===== src/rtl/alu_md_controller.sv =====
// -----------------------------------------------------------------------------
// alu_md_controller
//   Execute-stage ALU controller for the pipelined RISC-V core.
//   * Combinational decode of ALU_opc/func3/func7 into a 4-bit ALU control code
//     for the single-cycle ALU, with an explicit ILLEGAL code (15).
//   * Iterative radix-2 multiply/divide sequencer for RV32M/RV64M ops
//     (R-type, func7 = 0x01). It stalls the pipeline while an op is in flight.
//
// Parameters
//   WIDTH  datapath width in bits (32 or 64)
//   MD_EN  1 = M-extension sequencer present, 0 = M ops decode as illegal
//
// Ports
//   clk        rising-edge clock
//   rst        asynchronous active-high reset
//   ALU_opc    00 SW/LW, 01 BEQ, 10 R-type, 11 I-type
//   func3      instruction func3
//   func7      instruction func7 (I-type: only bit 5, for SRAI)
//   valid_in   EX stage holds a valid instruction
//   flush      synchronous abort of any M op in progress
//   op_a/op_b  rs1 / rs2 operands
//   ALU_cntr   ADD0 SUB1 AND2 OR3 SLT4 XOR5 SLTU6 SLL7 SRL8 SRA9 ILLEGAL15
//   illegal    decode matched no legal op
//   is_md      current decode is an M op
//   stall      hold IF/ID/EX while an M op is in progress
//   md_valid   md_result is valid this cycle
//   md_result  M-op result
// -----------------------------------------------------------------------------
module alu_md_controller #(
  parameter int WIDTH = 32,
  parameter bit MD_EN = 1'b1
) (
  input  logic             clk,
  input  logic             rst,
  input  logic [1:0]       ALU_opc,
  input  logic [2:0]       func3,
  input  logic [6:0]       func7,
  input  logic             valid_in,
  input  logic             flush,
  input  logic [WIDTH-1:0] op_a,
  input  logic [WIDTH-1:0] op_b,
  output logic [3:0]       ALU_cntr,
  output logic             illegal,
  output logic             is_md,
  output logic             stall,
  output logic             md_valid,
  output logic [WIDTH-1:0] md_result
);

  localparam logic [3:0] C_ADD  = 4'd0;
  localparam logic [3:0] C_SUB  = 4'd1;
  localparam logic [3:0] C_AND  = 4'd2;
  localparam logic [3:0] C_OR   = 4'd3;
  localparam logic [3:0] C_SLT  = 4'd4;
  localparam logic [3:0] C_XOR  = 4'd5;
  localparam logic [3:0] C_SLTU = 4'd6;
  localparam logic [3:0] C_SLL  = 4'd7;
  localparam logic [3:0] C_SRL  = 4'd8;
  localparam logic [3:0] C_SRA  = 4'd9;
  localparam logic [3:0] C_ILL  = 4'd15;

  localparam logic [1:0] S_IDLE = 2'd0;
  localparam logic [1:0] S_BUSY = 2'd1;
  localparam logic [1:0] S_DONE = 2'd2;

  localparam int W2 = 2 * WIDTH;
  localparam int CW = $clog2(WIDTH);

  // ---------------------------------------------------------------------------
  // Decode
  // ---------------------------------------------------------------------------
  // NOTE: every signal written in an always_comb gets a default first, so no
  // path through the case statements can leave it unassigned and infer a latch.
  always_comb begin
    ALU_cntr = C_ILL;
    is_md    = 1'b0;
    unique case (ALU_opc)
      2'b00: ALU_cntr = C_ADD;
      2'b01: ALU_cntr = C_SUB;
      2'b10: begin
        if (func7 == 7'h00) begin
          unique case (func3)
            3'd0: ALU_cntr = C_ADD;
            3'd1: ALU_cntr = C_SLL;
            3'd2: ALU_cntr = C_SLT;
            3'd3: ALU_cntr = C_SLTU;
            3'd4: ALU_cntr = C_XOR;
            3'd5: ALU_cntr = C_SRL;
            3'd6: ALU_cntr = C_OR;
            3'd7: ALU_cntr = C_AND;
          endcase
        end else if (func7 == 7'h20) begin
          if (func3 == 3'd0)      ALU_cntr = C_SUB;
          else if (func3 == 3'd5) ALU_cntr = C_SRA;
        end else if (func7 == 7'h01 && MD_EN) begin
          ALU_cntr = C_ADD;
          is_md    = 1'b1;
        end
      end
      2'b11: begin
        unique case (func3)
          3'd0: ALU_cntr = C_ADD;
          3'd1: ALU_cntr = C_SLL;
          3'd2: ALU_cntr = C_SLT;
          3'd3: ALU_cntr = C_SLTU;
          3'd4: ALU_cntr = C_XOR;
          3'd5: ALU_cntr = func7[5] ? C_SRA : C_SRL;
          3'd6: ALU_cntr = C_OR;
          3'd7: ALU_cntr = C_AND;
        endcase
      end
    endcase
    illegal = (ALU_cntr == C_ILL);
  end

  // ---------------------------------------------------------------------------
  // Multiply/divide sequencer
  // ---------------------------------------------------------------------------
  logic [1:0]       state_q, state_d;
  logic [CW-1:0]    count_q, count_d;
  logic [2:0]       f3_q, f3_d;
  logic             neg_q, neg_d;
  logic [WIDTH-1:0] mag_q, mag_d;         // |op_a| for multiply, |op_b| for divide
  logic [W2-1:0]    acc_q, acc_d;         // {partial product | remainder, multiplier | quotient}
  logic [WIDTH-1:0] md_result_q, md_result_d;

  // Reset also blocks acceptance so stall reads 0 while rst is held.
  logic start;
  assign start = (state_q == S_IDLE) & valid_in & is_md & ~flush & ~rst;

  // Operand signedness: MUL/MULH/MULHSU/DIV/REM treat op_a as signed,
  // MUL/MULH/DIV/REM treat op_b as signed. MUL gives the same low half either way.
  logic             is_div, sign_a, sign_b, neg_start, div_zero, div_ovf;
  logic [WIDTH-1:0] abs_a, abs_b, special_res;

  assign is_div = func3[2];
  assign sign_a = op_a[WIDTH-1] & (func3 inside {3'd0, 3'd1, 3'd2, 3'd4, 3'd6});
  assign sign_b = op_b[WIDTH-1] & (func3 inside {3'd0, 3'd1, 3'd4, 3'd6});
  assign abs_a  = sign_a ? -op_a : op_a;
  assign abs_b  = sign_b ? -op_b : op_b;
  // A remainder takes the sign of the dividend; everything else the xor.
  assign neg_start = (is_div & func3[1]) ? sign_a : (sign_a ^ sign_b);

  assign div_zero = is_div & (op_b == '0);
  assign div_ovf  = is_div & ~func3[0] & (op_a == {1'b1, {(WIDTH-1){1'b0}}}) & (&op_b);
  always_comb begin
    if (div_zero) special_res = func3[1] ? op_a : '1;
    else          special_res = func3[1] ? '0 : {1'b1, {(WIDTH-1){1'b0}}};
  end

  // Shift-add multiply: add the multiplicand into the upper half when the
  // current multiplier LSB is set, then shift the whole register right.
  logic [WIDTH:0]   mul_sum;
  logic [W2-1:0]    mul_next, mul_full;
  assign mul_sum  = {1'b0, acc_q[W2-1:WIDTH]} + (acc_q[0] ? {1'b0, mag_q} : '0);
  assign mul_next = {mul_sum, acc_q[WIDTH-1:1]};
  assign mul_full = neg_q ? -mul_next : mul_next;

  // Restoring divide: shift left, trial-subtract the divisor from the upper
  // part and keep the difference only if it did not go negative.
  logic [WIDTH:0]   sh_hi, diff;
  logic [W2-1:0]    div_next;
  logic [WIDTH-1:0] div_out, div_fix, final_res;
  assign sh_hi    = acc_q[W2-1:WIDTH-1];
  assign diff     = sh_hi - {1'b0, mag_q};
  assign div_next = diff[WIDTH] ? {sh_hi[WIDTH-1:0], acc_q[WIDTH-2:0], 1'b0}
                                : {diff[WIDTH-1:0],  acc_q[WIDTH-2:0], 1'b1};
  assign div_out  = f3_q[1] ? div_next[W2-1:WIDTH] : div_next[WIDTH-1:0];
  assign div_fix  = neg_q ? -div_out : div_out;

  always_comb begin
    if (f3_q[2])              final_res = div_fix;
    else if (f3_q[1:0] == 0)  final_res = mul_full[WIDTH-1:0];
    else                      final_res = mul_full[W2-1:WIDTH];
  end

  always_comb begin
    state_d     = state_q;
    count_d     = count_q;
    f3_d        = f3_q;
    neg_d       = neg_q;
    mag_d       = mag_q;
    acc_d       = acc_q;
    md_result_d = md_result_q;
    unique case (state_q)
      S_IDLE: begin
        if (start) begin
          f3_d    = func3;
          neg_d   = neg_start;
          count_d = '0;
          mag_d   = is_div ? abs_b : abs_a;
          acc_d   = {{WIDTH{1'b0}}, (is_div ? abs_a : abs_b)};
          if (div_zero | div_ovf) begin
            md_result_d = special_res;
            state_d     = S_DONE;
          end else begin
            state_d = S_BUSY;
          end
        end
      end
      S_BUSY: begin
        acc_d   = f3_q[2] ? div_next : mul_next;
        count_d = count_q + CW'(1);
        if (count_q == CW'(WIDTH - 1)) begin
          md_result_d = final_res;
          state_d     = S_DONE;
        end
      end
      S_DONE:  state_d = S_IDLE;  // inputs still held here are not restarted
      default: state_d = S_IDLE;
    endcase
    if (flush) begin
      state_d     = S_IDLE;
      md_result_d = md_result_q;
    end
  end

  // NOTE: state registers use non-blocking assignments so every flop samples
  // the pre-edge values regardless of statement order.
  always_ff @(posedge clk or posedge rst) begin
    if (rst) begin
      state_q     <= S_IDLE;
      count_q     <= '0;
      f3_q        <= '0;
      neg_q       <= 1'b0;
      mag_q       <= '0;
      acc_q       <= '0;
      md_result_q <= '0;
    end else begin
      state_q     <= state_d;
      count_q     <= count_d;
      f3_q        <= f3_d;
      neg_q       <= neg_d;
      mag_q       <= mag_d;
      acc_q       <= acc_d;
      md_result_q <= md_result_d;
    end
  end

  assign stall     = start | (state_q == S_BUSY);
  assign md_valid  = (state_q == S_DONE);
  assign md_result = md_result_q;

endmodule


===== config.mk =====
export PLATFORM = sky130hd
export DESIGN_NAME = alu_md_controller
export DESIGN_NICKNAME = d
export VERILOG_FILES = /design/src/rtl/alu_md_controller.sv
export SDC_FILE = /design/constraint.sdc
export NUM_CORES = 1
export LEC_CHECK = 0
export ABC_CLOCK_PERIOD_IN_PS = 6100
export BUFFER_PORTS_ARGS = -buffer_cell sky130_fd_sc_hd__buf_2
export CAP_MARGIN = 20
export CORE_MARGIN = 3
export CORE_UTILIZATION = 63
export DETAILED_ROUTE_END_ITERATION = 16
export PLACE_DENSITY_LB_ADDON = 0.1
export SETUP_SLACK_MARGIN = 0.3
export SYNTH_ARGS = -nofsm -noshare
export SYNTH_HDL_FRONTEND = slang
export SYNTH_SLANG_ARGS = --single-unit

===== constraint.sdc =====
create_clock -name clk -period 6.1 [get_ports clk]
set_input_delay 1.83 -clock clk [delete_from_list [all_inputs] [get_ports clk]]
set_output_delay 1.83 -clock clk [all_outputs]
set_load 0.005 [all_outputs]

==> qor.txt <==
Clock slew at reported path FFs - 70 ps
Dpl cells - 2703
Cell-internal power - 3.58 mW
Critical path type - reg2reg
Share of layout cells above drive strength 1 - 0.108
Syn Area/Cell - 7.18 sq um
Status - finished clean
Yosys cell types - 98
Vias - 19200
DR DRC count - 0
Final Cycle Share - 0.951
Count leader, synth - nand2_1
Skew-Pair Late Insertion Delay - 450 ps
Root Driver - clkbuf_16
Worst vdd rail ir drop - 0.227 mV
Die X - 171 um
Syn nets - 2538
WHS Path Cells - 2
Critical path required time - 6460 ps
Post-CTS setup buffers - 0
Reg2reg path depth - 16
Net load switching power - 4.21 mW
1st-pass router iterations - 6
CTS Buf Count - 17
Yosys warns - 0
Grt total ovfl - 0
H-tree depth - 4
Dominant synthesized flop cell - dfrtp_1
Setup slack after layout - 301 ps
Leakage power - 7.41 nW
Final hold violation count - 0
Total Routed Length - 62.1 mm
Vias in the first global route - 17400
Final Skew - 15.9 ps
Routed WL per cell - 22.7 um
Total Die Area - 0.0292 sq mm
PortBufs - 119
Top-area cell type share of the netlist area - 0.203
Worst setup EP type - flip-flop
First-pass GRT wire length - 95.5 mm
Setup violations, final - 0
DR iter-0 viols - 2377
Layout area overhead - 7.53%
Cell Count, Final, Fillers Out - 2739
Routability Congestion - 1.08
Hpwl dp - 47.0 mm
Boundary Pins - 120
CTS Buffer Depth - 2
Gate Count Post-Synth - 2385
Sequential power share - 0.217
CTS Sinks - 139
Die Y-Extent - 171 um
EDFF count, synth - 0
Synth Register Bits - 139
RSZ-0062 raised after global routing - false
Synth Cell Area - 0.0171 sq mm
Antenna viol nets, final - 0
Actual slew at the worst max-slew pin - 1010 ps
Setup TNS Final - 0 ps
Nets - 2540
CTS tree - built
Peak Freq - 172 MHz
Leading cell types by count after synthesis - nand2_1 (243), nor2_1 (231), o21ai_0 (227)
Largest net degree at the start of global routing - 102
Logic pwr share - 0.638
Final min period - 5800 ps
Pwr Density - 423 mW/mm^2
Clock share of power - 0.145
CP startpoint kind - flip-flop
Sequential share of the synthesized area - 0.203
Relative slew slack - 0.312
Worst slack, placed - 299 ps
Initial Util - 0.648
Switching share of power - 0.541
Arrival @ worst endpoint - 6160 ps
Final Max Slew Viols - 0
Initial antenna violation count - 3
Dominant cells by area after synthesis - dfrtp_1 (20%), o21ai_0 (6.6%), a21oi_1 (6.2%), xnor2_1 (5.5%), nand2_1 (5.3%)
GRT Total Usage - 0.414
Synth area leader - dfrtp_1
Hold WC Path Type - reg2reg
Max FO, Critical Path - 14
Core footprint - 0.0264 sq mm
Vias/cell - 7.01
Max_cap viols - 0
Ys async rst share - 1.00
# rows - 59
[layer usage]
layer | vias up | global-route usage | wire length [um]
met5 | - | 0 | 0
li1 | 8785 | - | -
met4 | 0 | 0.161 | 2580
met2 | 1328 | 0.620 | 25900
met1 | 8864 | 0.570 | 24700
met3 | 218 | 0.114 | 8890
[cell usage in the layout, fill, tap and decap left out, types with 19 or more instances in the layout]
master,n
xor2_1,76
nand3_1,62
o31ai_1,36
xnor2_1,107
mux2i_1,62
nand4_1,24
nor2_1,230
buf_2,119
nand2b_1,22
nor3_1,54
a211oi_1,86
nand2_1,242
o211ai_1,31
a31oi_1,34
buf_4,39
and2_1,50
dfrtp_1,136
a21oi_1,210
a21o_1,33
inv_1,64
or3_1,31
nor4_1,19
o21ai_0,227
ha_1,71
[sequential cells by signal (all words and copies together) (netlist names)]
register / count
acc_q: 64
mag_q: 32
md_result: 32
count_q: 5
f3_q: 3
state_q: 2
neg_q: 1
[stage by stage]
stage | area (sq um) | power [mW] | util | hold slack (ps)
final | 18400 | 7.79 | 0.697 | 483
after global routing | 18400 | 8.20 | 0.697 | 501
after CTS | 18400 | 7.52 | 0.697 | 481
after detailed placement | 17800 | 6.35 | 0.673 | 465
after global placement | 17800 | 6.23 | 0.673 | 461
after floorplan | 17100 | 5.05 | - | 463
[power groups by stage]
stage	clock (mW)	combinational, mW	sequential [mW]
3_5_place_dp	0	4.69	1.66
3_3_place_gp	0	4.58	1.65
5_1_grt	1.16	5.33	1.72
6_report	1.13	4.97	1.69
2_1_floorplan	0	3.71	1.35
4_1_cts	1.13	4.74	1.65
[path summary, 6_finish.rpt]
kind	startpoint	end	slack, ps
setup / recovery	acc_q[31]	md_result[31]	300
hold / removal	md_result[27]	md_result[27]	480
setup reg to reg	acc_q[31]	md_result[31]	300
hold reg to reg	md_result[27]	md_result[27]	480
max in group asynchronous	rst	f3_q[2]	3560
min in group asynchronous	rst	state_q[0]	1440
[cells by family (layout without fill, tap and decap cells)]
group / Yosys count / after routing / share of synthesized area
DFF: 139 / 139 / 0.203
buffers and inverters: 244 / 259 / 0.0550
AOI/OAI and AO/OA: 839 / 839 / 0.316
other: 0 / 4 / 0
adders and majority gates: 73 / 73 / 0.0542
xor gates and xnor gates: 183 / 183 / 0.0935
and+or+nand+nor: 836 / 836 / 0.236
muxes: 71 / 71 / 0.0421
[worst max-delay path, stage by stage, from the launching register on]
cell       delay (ps)
dfrtp_1           460
inv_1              90
ha_1              170
inv_1              60
fa_1              430
a211oi_1          500
o211ai_4          150
nand3_2           150
a211oi_4          150
o21ai_2           460
nand2_1           550
o311ai_0          790
o2111ai_1         270
or3_4             430
o41a_1            480
or4_4             500
o211ai_2           80
[layout make-up]
type | instances | area (sq um)
Antenna cell | 4 | 10.0
Multi-Input combinational cell | 2002 | 12700
Timing Repair Buffer | 158 | 888
Clock buffer | 18 | 439
Clock inverter | 14 | 171
Inverter | 69 | 264
Fill cell | 2257 | 8000
Tap cell | 335 | 419
Sequential cell | 139 | 3480
[what timing repair did]
action / in CTS / in global routing
setup endpoints to repair: 1 / 1
cloned: 0 / 0
hold buffers: 0 / 0
resized for setup: 1 / 1
Note: power is estimated with default switching activity, not from simulation.
